`src/rtl/spi_msg_framer_pkg.sv`:
```
// Shared definitions for the SPI message framer.
// Contents:
//   BYTE_W        width of every byte lane in the framer
//   state_e       framer state encoding
//   DEFAULT_*     default header byte, channel address and payload limit
//   clamp_len     bounds a FIFO fill level to the per-frame payload limit
package spi_msg_framer_pkg;

  localparam int BYTE_W = 8;

  typedef enum logic [2:0] {
    IDLE,
    S_START,
    S_ADDR,
    S_LEN,
    RD_REQ,
    RD_WAIT,
    S_DATA,
    S_CSUM
  } state_e;

  localparam logic [BYTE_W-1:0] DEFAULT_START_BYTE  = 8'hAA;
  localparam logic [BYTE_W-1:0] DEFAULT_ADDR        = 8'h00;
  localparam logic [BYTE_W-1:0] DEFAULT_MAX_PAYLOAD = 8'd255;

  // A backlog longer than the limit is sent as several frames, so the
  // length byte is the smaller of the fill level and the limit.
  function automatic logic [BYTE_W-1:0] clamp_len(input logic [BYTE_W-1:0] fill,
                                                  input logic [BYTE_W-1:0] max_len);
    return (fill > max_len) ? max_len : fill;
  endfunction

endpackage

```
`src/rtl/spi_msg_framer_if.sv`:
```
// Bundles the framer's two byte paths: the read side of the SPI slave FIFO
// and the valid/ready byte stream toward the host transmit mux.
// Signals:
//   have_msg   FIFO not empty
//   len        FIFO used words
//   in_data    FIFO q, valid one cycle after enc_rdreq
//   enc_rdreq  one-cycle read request per byte
//   tx_data    framed byte
//   tx_valid   tx_data is valid
//   tx_ready   sink accepts the byte; transfer on tx_valid & tx_ready
// Modports:
//   master     the framer
//   slave      the FIFO and the tx sink
interface spi_msg_framer_if;
  import spi_msg_framer_pkg::*;

  logic              have_msg;
  logic [BYTE_W-1:0] len;
  logic [BYTE_W-1:0] in_data;
  logic              enc_rdreq;
  logic [BYTE_W-1:0] tx_data;
  logic              tx_valid;
  logic              tx_ready;

  modport master (
    input  have_msg, len, in_data, tx_ready,
    output enc_rdreq, tx_data, tx_valid
  );

  modport slave (
    output have_msg, len, in_data, tx_ready,
    input  enc_rdreq, tx_data, tx_valid
  );

endinterface

```
`src/rtl/spi_msg_framer.sv`:
```
// Drains bytes from an SPI slave FIFO and sends them to the host as framed
// packets: START, ADDR, LEN, payload, CHECKSUM. The checksum is the XOR of
// ADDR, LEN and every payload byte.
// Ports:
//   sys_clk  system clock (FIFO read side and tx side)
//   rst      asynchronous active-high reset; truncates a frame in flight
//   bus      spi_msg_framer_if.master: FIFO read side and tx byte stream
//   busy     high while a frame is in progress
// Parameters:
//   START_BYTE   first byte of every frame
//   ADDR         channel address byte
//   MAX_PAYLOAD  payload bytes per frame, 1..255
module spi_msg_framer
  import spi_msg_framer_pkg::*;
#(
  parameter logic [BYTE_W-1:0] START_BYTE  = DEFAULT_START_BYTE,
  parameter logic [BYTE_W-1:0] ADDR        = DEFAULT_ADDR,
  parameter logic [BYTE_W-1:0] MAX_PAYLOAD = DEFAULT_MAX_PAYLOAD
) (
  input  logic             sys_clk,
  input  logic             rst,
  spi_msg_framer_if.master bus,
  output logic             busy
);

  state_e            state_q, state_d;
  logic [BYTE_W-1:0] cnt_q, cnt_d;
  logic [BYTE_W-1:0] csum_q, csum_d;
  logic [BYTE_W-1:0] hold_q, hold_d;
  logic [BYTE_W-1:0] frame_len;
  logic              xfer;

  assign frame_len = clamp_len(bus.len, MAX_PAYLOAD);
  assign xfer      = bus.tx_valid & bus.tx_ready;

  always_ff @(posedge sys_clk or posedge rst) begin
    if (rst) begin
      state_q <= IDLE;
      cnt_q   <= '0;
      csum_q  <= '0;
      hold_q  <= '0;
    end else begin
      state_q <= state_d;
      cnt_q   <= cnt_d;
      csum_q  <= csum_d;
      hold_q  <= hold_d;
    end
  end

  // cnt_q holds N from the start of the frame until the first payload byte
  // is accepted, so it doubles as the LEN byte. The checksum is seeded with
  // ADDR ^ N at start so that only payload bytes are folded in later.
  always_comb begin
    state_d = state_q;
    cnt_d   = cnt_q;
    csum_d  = csum_q;
    hold_d  = hold_q;
    case (state_q)
      IDLE: begin
        // len can lag have_msg by a cycle; wait for a non-zero count.
        if (bus.have_msg && (bus.len != '0)) begin
          cnt_d   = frame_len;
          csum_d  = ADDR ^ frame_len;
          state_d = S_START;
        end
      end
      S_START: if (xfer) state_d = S_ADDR;
      S_ADDR:  if (xfer) state_d = S_LEN;
      S_LEN:   if (xfer) state_d = RD_REQ;
      RD_REQ:  state_d = RD_WAIT;
      RD_WAIT: begin
        hold_d  = bus.in_data;
        csum_d  = csum_q ^ bus.in_data;
        state_d = S_DATA;
      end
      S_DATA: begin
        if (xfer) begin
          cnt_d   = cnt_q - 8'd1;
          state_d = (cnt_q == 8'd1) ? S_CSUM : RD_REQ;
        end
      end
      S_CSUM:  if (xfer) state_d = IDLE;
      default: state_d = IDLE;
    endcase
  end

  // Outputs decode the state register only, so tx_ready never reaches
  // tx_data/tx_valid combinationally.
  always_comb begin
    bus.tx_valid  = 1'b0;
    bus.tx_data   = '0;
    bus.enc_rdreq = 1'b0;
    busy          = (state_q != IDLE);
    case (state_q)
      S_START: begin bus.tx_valid = 1'b1; bus.tx_data = START_BYTE; end
      S_ADDR:  begin bus.tx_valid = 1'b1; bus.tx_data = ADDR;       end
      S_LEN:   begin bus.tx_valid = 1'b1; bus.tx_data = cnt_q;      end
      RD_REQ:  bus.enc_rdreq = 1'b1;
      S_DATA:  begin bus.tx_valid = 1'b1; bus.tx_data = hold_q;     end
      S_CSUM:  begin bus.tx_valid = 1'b1; bus.tx_data = csum_q;     end
      default: ;
    endcase
  end

endmodule

```
`src/flat_wrapper.sv`:
```
// flat-port wrapper written by rule: the top's interface ports become plain ports
module spi_msg_framer_flat import spi_msg_framer_pkg::*;
#(
  parameter logic [BYTE_W-1:0] START_BYTE  = DEFAULT_START_BYTE,
  parameter logic [BYTE_W-1:0] ADDR        = DEFAULT_ADDR,
  parameter logic [BYTE_W-1:0] MAX_PAYLOAD = DEFAULT_MAX_PAYLOAD
)
  (sys_clk, rst, busy, bus_have_msg, bus_len, bus_in_data, bus_tx_ready, bus_enc_rdreq, bus_tx_data, bus_tx_valid);
  spi_msg_framer_if bus_i ();
  input  logic sys_clk;
  input  logic rst;
  output logic busy;
  input wire logic [$bits(bus_i.have_msg)-1:0] bus_have_msg;
  input wire logic [$bits(bus_i.len)-1:0] bus_len;
  input wire logic [$bits(bus_i.in_data)-1:0] bus_in_data;
  input wire logic [$bits(bus_i.tx_ready)-1:0] bus_tx_ready;
  output wire logic [$bits(bus_i.enc_rdreq)-1:0] bus_enc_rdreq;
  output wire logic [$bits(bus_i.tx_data)-1:0] bus_tx_data;
  output wire logic [$bits(bus_i.tx_valid)-1:0] bus_tx_valid;
  assign bus_i.have_msg = bus_have_msg;
  assign bus_i.len = bus_len;
  assign bus_i.in_data = bus_in_data;
  assign bus_i.tx_ready = bus_tx_ready;
  assign bus_enc_rdreq = bus_i.enc_rdreq;
  assign bus_tx_data = bus_i.tx_data;
  assign bus_tx_valid = bus_i.tx_valid;
  spi_msg_framer #(.START_BYTE(START_BYTE), .ADDR(ADDR), .MAX_PAYLOAD(MAX_PAYLOAD)) u_core (.sys_clk(sys_clk), .rst(rst), .bus(bus_i), .busy(busy));
endmodule
```
`config.mk`:
```
export PLATFORM = sky130hd
export DESIGN_NAME = spi_msg_framer_flat
export DESIGN_NICKNAME = d
export VERILOG_FILES = /design/src/rtl/spi_msg_framer_pkg.sv /design/src/rtl/spi_msg_framer_if.sv /design/src/rtl/spi_msg_framer.sv /design/src/flat_wrapper.sv
export SDC_FILE = /design/constraint.sdc
export NUM_CORES = 1
export LEC_CHECK = 0
export CORE_MARGIN = 1
export CORE_UTILIZATION = 52
export DETAILED_ROUTE_END_ITERATION = 10
export PLACE_DENSITY = 0.81
export SLEW_MARGIN = 20
export SYNTH_ARGS = -nofsm -noshare
export SYNTH_HDL_FRONTEND = slang
export SYNTH_SLANG_ARGS = --single-unit
```
`constraint.sdc`:
```
create_clock -name sys_clk -period 1.83 [get_ports sys_clk]
set_clock_uncertainty 0.15 [all_clocks]
set_input_delay 0.2745 -clock sys_clk [delete_from_list [all_inputs] [get_ports sys_clk]]
set_output_delay 0.2745 -clock sys_clk [all_outputs]
set_load 0.02 [all_outputs]
```
==> impl_results.md, run 1 <==
* Outcome: finished, violations left
* Failing checks: negative setup slack
* Width of the die at between 50 and 60 µm
* Tot Pwr at ~0.0058 W
* Mapped Area at between 1500 and 2000 µm²
* Layout cell share with drive strength beyond 1 at 0.5344
* Synth Instances at around 180
* DR DRC count at 0
* Worst Path Required at between 1000 and 1500 ps
* Maximum root-to-sink buffer count at 2
* Row count at 20
* Seq cells post-synth at 27
* Logic gate share of total power at 0.719
* Post-synth cell types at 44
* Hold slack at approximately 180 ps
* CTS buffer count at 3
* Final WS setup at -395.6 ps
* Drt wl/cell at approximately 28 µm
* Crit Path Class: flop to primary output
* Vias in the first global route at 1859
* # clock sinks at 27
* CP Capture Type: primary output
* Port bufs at 30
* Reg clk slew, reported paths at 190 ps
* Drt total wl at about 8600 µm
* Placement Cell Area at between 2000 and 2500 µm²
* Htree depth at 1
* CTS tree: built
* Hold Path Class: input port to async pin
* ANT nets after route at 0
* Internal cell power at around 0.003 W
* Synth Area per Inst at approximately 9.3 µm²
* Sw Share at 0.4791
* Setup-failing EPs final at 35
* Total GRT Usage at 0.3581
* Max cap viols at 0
* Via count at roughly 2300
* Place WS at -284.4 ps
* First-pass GRT wire length at roughly 9100 µm
* # diodes at 0
* Final Hold Fails at 0
* VDD IR max at between 1 and 1.5 mV
* Initial core utilization at 0.5541
* DPL Wire Length at 3889 µm
* Final Max Tran Viols at 0
* Post-synth ARST share at 1.000
* RSZ-0062 raised after global routing: yes
* Final min period at around 2200 ps
* Core region area at 3078 µm²
* Warnings from Yosys at 0
* Slew @ Worst Pin at 542.6 ps
* Synth Flop Type: dfrtp_1
* Startpoint types: flop
* Crit share post-route at 1.216
* Sequential area share after synthesis at 0.3962
* Fmax at between 0.4 and 0.5 GHz
* Ports at 31
* WP data arrival at ~1800 ps
* Grt total ovfl at 0
* Fin area at around 2900 µm²
* Post-synth EDFFs at 0
* Commonest non-fill, non-tap cell in the layout: buf_4
* CP max FO at 5
* Synthesized Nets at roughly 200
* Area delta synth->final at 72.41%
* NetSw at roughly 0.0028 W
* Sequential power share at 0.225
* Vias per cell at between 7 and 8
* Slew headroom at 0.6374
* Largest net degree at the start of global routing at 28
* Die area at 3512 µm²
* Worst skew pair latency at between 300 and 400 ps
* Routability cong. at 0.9427
* Total negative slack at -6372 ps
* Chip height at between 50 and 60 µm
* Antenna violations before repair at 0
* Pwr Density at 1959 nW/µm²
* Final net count at ~290
* Number of DRC markers in iteration 0 at 404
* DRT Pass-1 Iters at 7
* Clock power frac at 0.055
* Most frequent cells in the layout: buf_4, dfrtp_1, buf_6
* Static leakage at 1.201 nW
* Clk root buf: clkbuf_4
-- cell type report --
class | count | area (µm²)
multi-input combinational | 137 | 1280
timing repair buffer | 89 | 877.1
sequential | 27 | 679.4
fill | 70 | 137.6
tap | 44 | 55.05
clock buffer | 3 | 22.52
inverter | 5 | 18.77
clock inverter | 1 | 7.507
-- what timing repair did --
| action | CTS | global route |
|---|---|---|
| gates cloned | 0 | 2 |
| setup buffers | 12 | 7 |
| gates resized for setup | 101 | 56 |
| pin swaps | 5 | 15 |
| setup endpoints to repair | 27 | 29 |
| hold buffers | 0 | 0 |
-- worst max-delay path: stages (launching register included) --
cell,delay (ps)
dfrtp_2,510
buf_4,170
nor2b_4,250
a22oi_1,150
nor2b_1,180
buf_4,170
-- cell usage after synthesis (2+ instances only) --
| cell type | count | area share |
|---|---|---|
| dfrtp_1 | 27 | 0.40 |
| a21oi_1 | 20 | 0.059 |
| nand3_1 | 12 | 0.035 |
| mux2_2 | 11 | 0.073 |
| o21ai_0 | 10 | 0.029 |
| buf_2 | 9 | 0.026 |
| nor2_1 | 8 | 0.018 |
| nor2b_1 | 7 | 0.026 |
| nand2_1 | 6 | 0.013 |
| nor3_1 | 6 | 0.018 |
| inv_1 | 5 | 0.011 |
| o211ai_1 | 5 | 0.022 |
| a22oi_1 | 4 | 0.018 |
| mux2i_1 | 4 | 0.023 |
| nand2b_1 | 4 | 0.015 |
| o22ai_1 | 4 | 0.015 |
| a311oi_1 | 3 | 0.015 |
| clkbuf_1 | 3 | 0.0066 |
| nor4_1 | 3 | 0.011 |
| a211oi_1 | 2 | 0.0088 |
| a21o_1 | 2 | 0.0088 |
| and3b_1 | 2 | 0.010 |
| ha_1 | 2 | 0.015 |
| nand3b_1 | 2 | 0.0088 |
| nor4_2 | 2 | 0.015 |
| or3_1 | 2 | 0.0073 |
-- state kept, by name (all words and copies together), names as in the netlist --
register and flops:
u_core.cnt_q 8, u_core.state_q 3, u_core.hold_q 8, u_core.csum_q 8
-- metal layers --
| layer | routed length (µm) | part of all wire | global-route usage | vias to the layer above |
|---|---|---|---|---|
| li1 | - | - | - | 849 |
| met1 | 2783 | 0.32 | 0.4359 | 1080 |
| met2 | 3999 | 0.46 | 0.6212 | 260 |
| met3 | 1059 | 0.12 | 0.03930 | 109 |
| met4 | 776 | 0.090 | 0.1837 | 0 |
| met5 | 0 | 0 | 0 | - |
-- logic make-up after synthesis --
group,after synthesis,synth area share
buffers and inverters,19,0.05503
and+or+nand+nor,60,0.2084
DFF,27,0.3962
xor gates and xnor gates,1,0.005137
adders and majority gates,2,0.01467
muxes,15,0.09611
AOI/OAI and AO/OA,59,0.2245
-- final timing paths --
| path | start | to | slack, ps | cells after the start |
|---|---|---|---|---|
| max in group asynchronous | rst | u_core.state_q[1] | 1040 | 3 |
| hold / removal | rst | u_core.hold_q[2] | 180 | 3 |
| hold reg to reg | u_core.hold_q[0] | u_core.hold_q[0] | 390 | 1 |
| min in group sys_clk | bus_in_data[7] | u_core.csum_q[7] | 390 | 2 |
| setup reg to reg | u_core.state_q[2] | u_core.cnt_q[1] | -300 | 7 |
| setup / recovery | u_core.state_q[2] | bus_tx_data[0] | -400 | 5 |
-- stage by stage --
| step | instances | utilization |
|---|---|---|
| finish | 306 | 0.9553 |
| global route | 306 | 0.9553 |
| CTS | 298 | 0.8366 |
| detailed placement | 283 | 0.7549 |
| global placement | 283 | 0.7549 |
| floorplan | 183 | - |
-- power groups by stage --
stage / sequential [W] / clock, W / combinational, W
6_report: 0.00130 / 0.000318 / 0.00414
5_1_grt: 0.00129 / 0.000324 / 0.00428
4_1_cts: 0.00117 / 0.000287 / 0.00312
3_5_place_dp: 0.00118 / 0 / 0.00262
3_3_place_gp: 0.00116 / 0 / 0.00252
2_1_floorplan: 0.00110 / 0 / 0.00156
Power figures use the tool's default switching activity.
==> run 2, diff against run 1 <==
--- a/config.mk
+++ b/config.mk
@@ -8,7 +8,7 @@
 export CORE_MARGIN = 1
 export CORE_UTILIZATION = 52
 export DETAILED_ROUTE_END_ITERATION = 10
-export PLACE_DENSITY = 0.81
+export PLACE_DENSITY = 0.83
 export SLEW_MARGIN = 20
 export SYNTH_ARGS = -nofsm -noshare
 export SYNTH_HDL_FRONTEND = slang
==> impl_results.md, run 2 (synthesized netlist as in run 1, its figures left out) <==
* Width of the die at 59.27 µm (unchanged)
* Core region area at 3078 µm² (unchanged)
* Worst skew pair latency at 340 ps (was 370 ps)
* Slew headroom at 0.7459 (was 0.6374)
* Static leakage at 1.154 nW (was 1.201 nW)
* Drt total wl at 7394 µm (was 8619 µm)
* Tot Pwr at 0.005091 W (was 0.005759 W)
* Maximum root-to-sink buffer count at 2 (unchanged)
* Initial core utilization at 0.5541 (unchanged)
* Crit Path Class: flop to flop (was flop to primary output)
* Setup-failing EPs final at 33 (was 35)
* Fin area at 2750 µm² (was 2940 µm²)
* Total negative slack at -4163 ps (was -6372 ps)
* DR DRC count at 0 (unchanged)
* Layout cell share with drive strength beyond 1 at 0.4884 (was 0.5344)
* Slowest cell on the critical path: dfrtp_2 (unchanged)
* Final net count at 281 (was 285)
* Placement Cell Area at 2311 µm² (was 2323 µm²)
* Top flop regs: u_core.cnt_q x8, u_core.csum_q x8, u_core.hold_q x8 (unchanged)
* CTS buffer count at 3 (unchanged)
* Final Max Tran Viols at 0 (unchanged)
* Vias per cell at 6.791 (was 7.510)
* Reg clk slew, reported paths at 160 ps (was 190 ps)
* Antenna violations before repair at 0 (unchanged)
* CP max FO at 8 (was 5)
* Drt wl/cell at 24.48 µm (was 28.17 µm)
* Die area at 3512 µm² (unchanged)
* CTS tree: built (unchanged)
* Row count at 20 (unchanged)
* Final min period at 2091 ps (was 2226 ps)
* Final WS setup at -260.7 ps (was -395.6 ps)
* CP Capture Type: flop (was primary output)
* Hold Path Class: input port to async pin (unchanged)
* # clock sinks at 27 (unchanged)
* Chip height at 59.27 µm (unchanged)
* Via count at 2051 (was 2298)
* Most frequent cells in the layout: buf_4, dfrtp_1, clkdlybuf4s50_1 (was buf_4, dfrtp_1, buf_6)
* Final Hold Fails at 0 (unchanged)
* Outcome: finished, violations left (unchanged)
* Fmax at 0.4783 GHz (was 0.4493 GHz)
* Commonest non-fill, non-tap cell in the layout: buf_4 (unchanged)
* DRT Pass-1 Iters at 5 (was 7)
* Dpl cells at 283 (unchanged)
* Non-Filler Instances at 302 (was 306)
* Clk root buf: clkbuf_4 (unchanged)
* Slowest cell delay on critical path at 500 ps (was 510 ps)
* First-pass GRT wire length at 10810 µm (was 9114 µm)
* DPL Wire Length at 3969 µm (was 3889 µm)
* Worst Path Required at 1910 ps (was 1410 ps)
* Pwr Density at 1851 nW/µm² (was 1959 nW/µm²)
* Routability cong. at 1.027 (was 0.9427)
* Number of DRC markers in iteration 0 at 184 (was 404)
* Footprint of the multi-input gates at 1184 µm² (was 1280 µm²)
* WP data arrival at 2170 ps (was 1800 ps)
* Register-to-register setup slack at -260 ps (was -300 ps)
* Total GRT Usage at 0.4341 (was 0.3581)
* # diodes at 0 (unchanged)
* Ports at 31 (unchanged)
* ANT nets after route at 0 (unchanged)
* Startpoint types: flop (unchanged)
* Grt total ovfl at 0 (unchanged)
* Worst path cell trace: buf_8 > buf_6 > nand3b_1 > buf_12 > nor4_4 > a21oi_2 > o211ai_1 (was buf_4 > nor2b_4 > a22oi_1 > nor2b_1 > buf_4)
* Register area at 678.2 µm² (was 679.4 µm²)
* Max cap viols at 0 (unchanged)
* Port bufs at 30 (unchanged)
* Htree depth at 1 (unchanged)
* Area delta synth->final at 61.26% (was 72.41%)
* Failing checks: negative setup slack (unchanged)
* RSZ-0062 raised after global routing: yes (unchanged)
* Crit share post-route at 1.142 (was 1.216)
* VDD IR max at 0.9725 mV (was 1.323 mV)
* Slew @ Worst Pin at 378.3 ps (was 542.6 ps)
* Largest net degree at the start of global routing at 28 (unchanged)
* Filler cells at 141 (was 70)
* Vias in the first global route at 2005 (was 1859)
==> run 2: changes by cell type in the layout (fill, tap and decap cells not counted), moves of 3 or more <==
cell	change
o21ai_1	+3
buf_6	-11
buf_4	+7
nand3_1	+3
==> run 2: routing by layer <==
metal | share of wire | GRT usage | vias to the layer above | wire length [µm]
met5 | 0 | 0 | - | 0
met4 | 0.082 | 0.2857 | 0 | 604
met1 | 0.34 | 0.5139 | 971 | 2503
li1 | - | - | 839 | -
met3 | 0.10 | 0.06769 | 68 | 751
met2 | 0.48 | 0.7255 | 173 | 3534
==> run 2: final timing paths <==
check                                        from                 to  depth (start not counted)
worst max-delay path            u_core.state_q[0]    u_core.cnt_q[4]                          7
worst min-delay path                          rst   u_core.hold_q[7]                          3
worst max register to register  u_core.state_q[0]    u_core.cnt_q[4]                          7
worst min register to register   u_core.csum_q[7]   u_core.csum_q[7]                          1
max in group asynchronous                     rst  u_core.state_q[2]                          3
min in group sys_clk             u_core.csum_q[7]   u_core.csum_q[7]                          1
==> run 2: worst max-delay path: cells and delay by family (launching register included) <==
kind | cells | cell delay (ps)
compound gates | 2 | 330
simple gates | 2 | 460
buf+inv | 3 | 540
flops | 1 | 500
==> run 2: cell type report <==
cell class,count,area share
flip-flops and latches,27,0.2466
inverters,5,0.006824
well taps,44,0.02002
multi-input cells,137,0.4304
clock buffers,4,0.009554
repair buffers,85,0.2866
==> run 2: power by group <==
part | leakage [nW] | internal [W] | switching, W
logic | 0.828 | 0.00174 | 0.00186
clock network | 0.0150 | 0.0000856 | 0.000189
registers | 0.311 | 0.000908 | 0.000309
total | 1.15 | 0.00273 | 0.00236
==> run 2: per-stage QoR <==
stage	util	hold slack (ps)	worst slack, ps
5_1_grt	0.8935	158.5	-261.5
3_5_place_dp	0.7508	339.1	-366.1
2_1_floorplan	-	177.2	82.43
3_3_place_gp	0.7508	340.9	-224.5
6_report	0.8935	129.4	-260.7
4_1_cts	0.8720	158.3	-173.8
==> run 2: repair_timing <==
item                       CTS  global route
hold buffers                 0             0
setup buffers               14             1
resized for setup          112            17
cloned                       1             0
pin swaps                   13             4
setup endpoints to repair   28            36
==> run 3, diff against run 2 <==
--- a/config.mk
+++ b/config.mk
@@ -7,9 +7,10 @@
 export LEC_CHECK = 0
 export CORE_MARGIN = 1
 export CORE_UTILIZATION = 52
+export CTS_CLUSTER_SIZE = 24
 export DETAILED_ROUTE_END_ITERATION = 10
 export PLACE_DENSITY = 0.83
-export SLEW_MARGIN = 20
+export SLEW_MARGIN = 25
 export SYNTH_ARGS = -nofsm -noshare
 export SYNTH_HDL_FRONTEND = slang
 export SYNTH_SLANG_ARGS = --single-unit
==> results of run 3 <==
Same layout as run 2: the final DEF is identical, and so are final timing and power.
